<file path="src/rtl/md_hazard_ctrl.sv">
// md_hazard_ctrl
// Stall/flush controller for the five-stage MIPS pipeline (F/D/E/M/W).
// Detects hazards that forwarding cannot cover (Tuse < Tnew). It also sequences
// the multi-cycle mult/div unit with a busy counter. It drives the PC and D
// register write-enables and the E register clear.
//
// Optional feature macro: STALL_CNT_EN. When it is defined, the block adds two
// saturating counters: stall_cycles and md_stall_cycles.
//
// Ports:
//   clk             in   1   clock, all state updates on posedge
//   reset           in   1   synchronous, active-high
//   instr_d         in  32   instruction in D register
//   instr_e         in  32   instruction in E register
//   instr_m         in  32   instruction in M register
//   pc_en           out  1   PC write enable (0 = hold)
//   d_en            out  1   D register write enable (0 = hold)
//   e_clr           out  1   synchronous clear of E register (bubble)
//   md_start        out  1   one-cycle start pulse to mult/div unit
//   md_busy         out  1   mult/div unit occupied
//   md_cnt          out  4   remaining busy cycles
//   stall_cycles    out 32   (STALL_CNT_EN) cycles with stall asserted
//   md_stall_cycles out 32   (STALL_CNT_EN) cycles with md_stall asserted
module md_hazard_ctrl #(
  parameter int MULT_CYCLES = 5,
  parameter int DIV_CYCLES  = 10
) (
  input  logic        clk,
  input  logic        reset,
  input  logic [31:0] instr_d,
  input  logic [31:0] instr_e,
  input  logic [31:0] instr_m,
  output logic        pc_en,
  output logic        d_en,
  output logic        e_clr,
  output logic        md_start,
  output logic        md_busy,
  output logic [3:0]  md_cnt
`ifdef STALL_CNT_EN
  ,
  output logic [31:0] stall_cycles,
  output logic [31:0] md_stall_cycles
`endif
);

  localparam logic [3:0] MULT_LOAD = 4'(MULT_CYCLES);
  localparam logic [3:0] DIV_LOAD  = 4'(DIV_CYCLES);

  // Source-operand usage of an instruction in D, packed as
  // {rs_used, rs_tuse[1:0], rt_used, rt_tuse[1:0]}.
  function automatic logic [5:0] src_use(input logic [31:0] ins);
    logic [5:0] r;
    r = 6'b0;
    case (ins[31:26])
      6'h00: begin
        case (ins[5:0])
          6'h21, 6'h23,
          6'h18, 6'h19, 6'h1A, 6'h1B: r = {1'b1, 2'd1, 1'b1, 2'd1};
          6'h08:                      r = {1'b1, 2'd0, 1'b0, 2'd0};
          6'h11, 6'h13:               r = {1'b1, 2'd1, 1'b0, 2'd0};
          default:                    r = 6'b0;
        endcase
      end
      6'h0D, 6'h23: r = {1'b1, 2'd1, 1'b0, 2'd0};
      6'h2B:        r = {1'b1, 2'd1, 1'b1, 2'd2};
      6'h04:        r = {1'b1, 2'd0, 1'b1, 2'd0};
      default:      r = 6'b0;
    endcase
    return r;
  endfunction

  // Destination register; 0 stands for "no write", which also never stalls.
  function automatic logic [4:0] dest_of(input logic [31:0] ins);
    logic [4:0] r;
    r = 5'd0;
    case (ins[31:26])
      6'h00: begin
        if (ins[5:0] == 6'h21 || ins[5:0] == 6'h23 ||
            ins[5:0] == 6'h10 || ins[5:0] == 6'h12)
          r = ins[15:11];
      end
      6'h0D, 6'h0F, 6'h23: r = ins[20:16];
      6'h03:               r = 5'd31;
      default:             r = 5'd0;
    endcase
    return r;
  endfunction

  // Cycles until the result is ready for forwarding, seen from the E stage.
  function automatic logic [1:0] tnew_e_of(input logic [31:0] ins);
    logic [1:0] r;
    r = 2'd0;
    case (ins[31:26])
      6'h00: begin
        if (ins[5:0] == 6'h21 || ins[5:0] == 6'h23 ||
            ins[5:0] == 6'h10 || ins[5:0] == 6'h12)
          r = 2'd1;
      end
      6'h0D, 6'h0F: r = 2'd1;
      6'h23:        r = 2'd2;
      default:      r = 2'd0;
    endcase
    return r;
  endfunction

  // Any instruction that touches HI/LO must wait for the unit.
  function automatic logic is_md_class(input logic [31:0] ins);
    return (ins[31:26] == 6'h00) &&
           ((ins[5:2] == 4'b0110) || (ins[5:2] == 4'b0100));
  endfunction

  // A 1-bit stall request when stage X writes a register that D reads too early.
  function automatic logic hit(input logic [5:0] src, input logic [31:0] ins_d,
                               input logic [4:0] dest, input logic [1:0] tnew);
    return (dest != 5'd0) &&
           ((src[5] && (ins_d[25:21] == dest) && (src[4:3] < tnew)) ||
            (src[2] && (ins_d[20:16] == dest) && (src[1:0] < tnew)));
  endfunction

  logic [5:0] src_d;
  logic [4:0] dest_e;
  logic [4:0] dest_m;
  logic [1:0] tnew_e;
  logic [1:0] tnew_m;
  logic       e_is_md_op;
  logic       e_is_div;
  logic       hz_stall;
  logic       md_stall;
  logic       stall;

  always_comb begin
    src_d      = src_use(instr_d);
    dest_e     = dest_of(instr_e);
    dest_m     = dest_of(instr_m);
    tnew_e     = tnew_e_of(instr_e);
    // Only lw still has a cycle to go once it reaches M.
    tnew_m     = {1'b0, (instr_m[31:26] == 6'h23)};
    e_is_md_op = (instr_e[31:26] == 6'h00) && (instr_e[5:2] == 4'b0110);
    e_is_div   = instr_e[1];
    hz_stall   = hit(src_d, instr_d, dest_e, tnew_e) ||
                 hit(src_d, instr_d, dest_m, tnew_m);
    // The start gating on md_cnt is a safety net.
    // Md instructions are held in D while the unit is busy.
    md_start   = e_is_md_op && (md_cnt == 4'd0);
    md_busy    = (md_cnt != 4'd0);
    md_stall   = is_md_class(instr_d) && (md_start || md_busy);
    stall      = hz_stall || md_stall;
    pc_en      = ~stall;
    d_en       = ~stall;
    e_clr      = stall;
  end

  // The busy window spans the start cycle plus the loaded count.
  always_ff @(posedge clk) begin
    if (reset)
      md_cnt <= 4'd0;
    else if (md_start)
      md_cnt <= e_is_div ? DIV_LOAD : MULT_LOAD;
    else if (md_cnt != 4'd0)
      md_cnt <= md_cnt - 4'd1;
  end

`ifdef STALL_CNT_EN
  always_ff @(posedge clk) begin
    if (reset) begin
      stall_cycles    <= 32'd0;
      md_stall_cycles <= 32'd0;
    end else begin
      if (stall && (stall_cycles != 32'hFFFF_FFFF))
        stall_cycles <= stall_cycles + 32'd1;
      if (md_stall && (md_stall_cycles != 32'hFFFF_FFFF))
        md_stall_cycles <= md_stall_cycles + 32'd1;
    end
  end
`endif

endmodule

</file>
<file path="config.mk">
export PLATFORM = sky130hd
export DESIGN_NAME = md_hazard_ctrl
export DESIGN_NICKNAME = d
export VERILOG_FILES = /design/src/rtl/md_hazard_ctrl.sv
export SDC_FILE = /design/constraint.sdc
export NUM_CORES = 1
export LEC_CHECK = 0
export CORE_MARGIN = 5
export CORE_UTILIZATION = 28
export DETAILED_ROUTE_END_ITERATION = 10
export PLACE_DENSITY = 0.79
export SYNTH_ARGS = -nofsm -noshare
export SYNTH_HDL_FRONTEND = slang
export SYNTH_SLANG_ARGS = --single-unit
</file>
<file path="constraint.sdc">
create_clock -name clk -period 3.45 [get_ports clk]
set_input_delay 0.69 -clock clk [delete_from_list [all_inputs] [get_ports clk]]
set_output_delay 0.69 -clock clk [all_outputs]
set_load 0.01 [all_outputs]
</file>
==> flow_summary.ini <==
[die]
ios = 107
dieArea_um2 = 5380
core_um2 = 3940
die_y_um = 73.3
num_rows = 23
start_util = 0.285
die_width_um = 73.3

[detailed_routing]
drc = 0
first_iter_violations = 53
firstDrtPassIters = 4
routed_wl_um = 5030
via_per_inst = 5.31
postRouteAntennaNets = 0
vias = 1722
wire_per_inst_um = 15.5

[critical_path]
critPathKind = input port to output port
critPathLaunchType = input port
slowest_delay_ns = 0.41
crit_buf_inv = 3
r2r-start = md_cnt[0]
worstSetupEndpointType = output port
worstPathRequired_ns = 2.76
cp_slowest_cell = clkdlybuf4s50_1
worstRegToRegCells = 6
crit_chain = clkdlybuf4s50_1, nand3b_1, nor4bb_2, buf_4, ha_4, a2111oi_2, a22oi_1, o221a_1, buf_2
cpLargestDelayFamily = compound AO/OA/AOI/OAI gates
reg2reg_slack_ns = 2.15
path_max_fanout = 2
worstPathArrival_ns = 2.97
r2r_end = md_cnt[0]

[timing]
tns_ns = -0.464
hold_viol = 0
finalCritPeriodShare = 1.06
rsz0062_at_grt = yes
setup_slack_ns = -0.209
finalSetupViolations = 3
finClkSkew_ns = 0.00355
holdWs_ns = 0.566
max_freq_mhz = 273
finalCriticalPeriod_ns = 3.66
drv_slew = 0
worst_slew_pin_slew_ns = 0.358
timing.slew.headroom = 0.762

[cells_and_area]
regMostFlops = md_cnt
layout.nets = 377
layout-drive-gt1-share = 0.405
fill_cells = 292
reg_top3 = md_cnt (4)
diodes = 0
stdcell_area_um2 = 2610
largest_register_ffs = 4
finalNonFillerCells = 324
area_delta_synth_final_pct = 132

[logic_synthesis]
synth-edff-count = 0
yosysWarnings = 0
syn_area_per_cell_um2 = 7.39
synth_top_flop_cell = dfxtp_1
ys_seq_area_frac = 0.0713
async_flop_share = 0
ys_types = 53
synthTopCellsByArea = xor2_1 (10%), dfxtp_1 (7.1%), a211oi_1 (5.3%), inv_1 (5.3%), a21oi_1 (4.5%)
synth_largest_area_cell = xor2_1
ys_ff_latch = 4
synth_area_um2 = 1120
postSynthCellCount = 152
yosys.area.top_type_share = 0.101
synth_fp_nets = 253

[pwr]
power_density_nw_per_um2 = 216
ir_drop_mv = 0.107
p_total_mw = 0.563
leakagePower_nw = 1.07

[placed_design]
portBuffers = 75
dp_cells = 309
gp_congestion = 0.840
hpwl_um = 3670
placed_area_um2 = 2180

[global_routing]
met1_usage = 0.185
grt.busiest_layer = met2
grt_pass1_vias = 1806
grt_pass1_wl_um = 7760
grt.total_usage = 0.181
antenna_found_initial = 0
grtUsageMet2 = 0.347
grt.overflow.total = 0
grt.met3_usage = 0.0506
grt_max_degree = 9

[clock_network]
ctsHoldBuffers = 0
path_clk_slew_ns = 0.03
clock_latency_ns = 0.22
htreeDepth = 1
clockBufferDepth = 2
clock-sinks = 4
cts_tree = yes
cts-root-buf = clkbuf_8
cts_inserted_buffers = 3

[run_status]
outcome = complete, but fails checks
failed_checks = negative setup slack

[min_path]
hold_path.class = flip-flop to flip-flop
hp-start = md_cnt[3]
holdPathEnd = md_cnt[3]
hold_depth = 2

[flow_run]
drv_cap = 0
-- placed cells by master (no fill, tap or decap), drive strengths merged, types with 2 or more instances in the layout --
| master | Yosys | routed |
|---|---|---|
| clkdlybuf4s50 | 0 | 47 |
| or4 | 5 | 5 |
| ha | 3 | 3 |
| o22ai | 5 | 5 |
| inv | 16 | 16 |
| nand3b | 5 | 5 |
| clkbuf | 0 | 3 |
| or3 | 4 | 4 |
| nor4 | 7 | 7 |
| and3b | 4 | 4 |
| a211oi | 8 | 8 |
| nor2b | 2 | 2 |
| a221oi | 2 | 2 |
| nand2 | 9 | 9 |
| nor3 | 4 | 4 |
| nor2 | 10 | 10 |
| a2111oi | 4 | 4 |
| xnor2 | 5 | 5 |
| dlymetal6s2s | 0 | 4 |
| a21oi | 10 | 10 |
| nor3b | 2 | 2 |
| or4bb | 2 | 2 |
| buf | 1 | 54 |
| o21ai | 2 | 2 |
| o2111ai | 2 | 2 |
| dlygate4sd2 | 0 | 9 |
| clkdlybuf4s15 | 0 | 6 |
| dfxtp | 4 | 4 |
| nand4 | 4 | 4 |
| a221o | 2 | 2 |
| o31ai | 2 | 2 |
| xor2 | 13 | 13 |
-- tightest hold or removal path, delay by kind of cell (launching register included) --
kind               cells  cell delay (ns)
and+or+nand+nor        1             0.05
DFF                    1             0.32
AOI/OAI and AO/OA      1             0.14
-- power by group --
part	switching, mW	leakage (nW)	internal, mW
Combinational	0.177	1.02	0.205
Sequential	0.0165	0.0333	0.0670
Clock	0.0232	0.0216	0.0743
Total	0.217	1.07	0.346
-- worst max path at each step --
| stage | start | end | slack, ns | cells past startpoint |
|---|---|---|---|---|
| after floorplan | instr_m[29] | pc_en | 0.007 | 8 |
| after global placement | instr_m[27] | e_clr | -0.85 | 9 |
| after detailed placement | instr_m[27] | e_clr | -0.91 | 9 |
| after CTS | instr_m[30] | pc_en | -0.09 | 9 |
| after global routing | instr_d[27] | d_en | -0.34 | 9 |
| final | instr_d[28] | d_en | -0.21 | 9 |
-- layout make-up --
| type | count | area (um2) | share of cell area |
|---|---|---|---|
| Clock buffer | 3 | 41.3 | 0.0158 |
| Inverter | 16 | 60.1 | 0.0230 |
| Multi-Input combinational cell | 131 | 1290 | 0.495 |
| Sequential cell | 4 | 80.1 | 0.0307 |
| Tap cell | 50 | 62.6 | 0.0240 |
| Timing Repair Buffer | 120 | 1070 | 0.412 |
-- through the flow --
stage	utilization	worst slack, ns
6_report	0.661	-0.209
5_1_grt	0.661	-0.342
4_1_cts	0.625	-0.0922
3_5_place_dp	0.553	-0.910
3_3_place_gp	0.553	-0.848
2_1_floorplan	-	0.00717
-- cells in the mapped netlist, drive strengths merged, types with 2 or more instances --
cell / number
a221o: 2
or4bb: 2
or4: 5
o31ai: 2
dfxtp: 4
a21oi: 10
a2111oi: 4
xor2: 13
nand3b: 5
nor3b: 2
xnor2: 5
or3: 4
ha: 3
nor2b: 2
o21ai: 2
a221oi: 2
nor2: 10
nand2: 9
nor3: 4
a211oi: 8
nand4: 4
o2111ai: 2
and3b: 4
inv: 16
o22ai: 5
nor4: 7
-- metal layers --
layer  vias up  part of all wire
li1        847                 -
met3         8             0.075
met5         -                 0
met4         0             0.012
met2        62              0.53
met1       805              0.38
-- cells by family (layout without fill, tap and decap cells) --
kind of cell | after synthesis | after routing | synth area share
DFF | 4 | 4 | 0.0713
AOI/OAI and AO/OA | 43 | 43 | 0.300
adders and majority gates | 3 | 3 | 0.0334
buffers and inverters | 17 | 139 | 0.0601
xor gates and xnor gates | 18 | 18 | 0.140
muxes | 1 | 1 | 0.00891
and+or+nand+nor | 66 | 66 | 0.386
-- what timing repair did --
action / CTS / global route
endpoints found under the hold margin: 0 / 0
endpoints found under the setup margin: 3 / 3
buffers inserted: 7 / 5
pin swaps: 27 / 21
resized for setup: 100 / 24
gates cloned: 0 / 0
No activity file was read; power rests on OpenSTA's default activity.
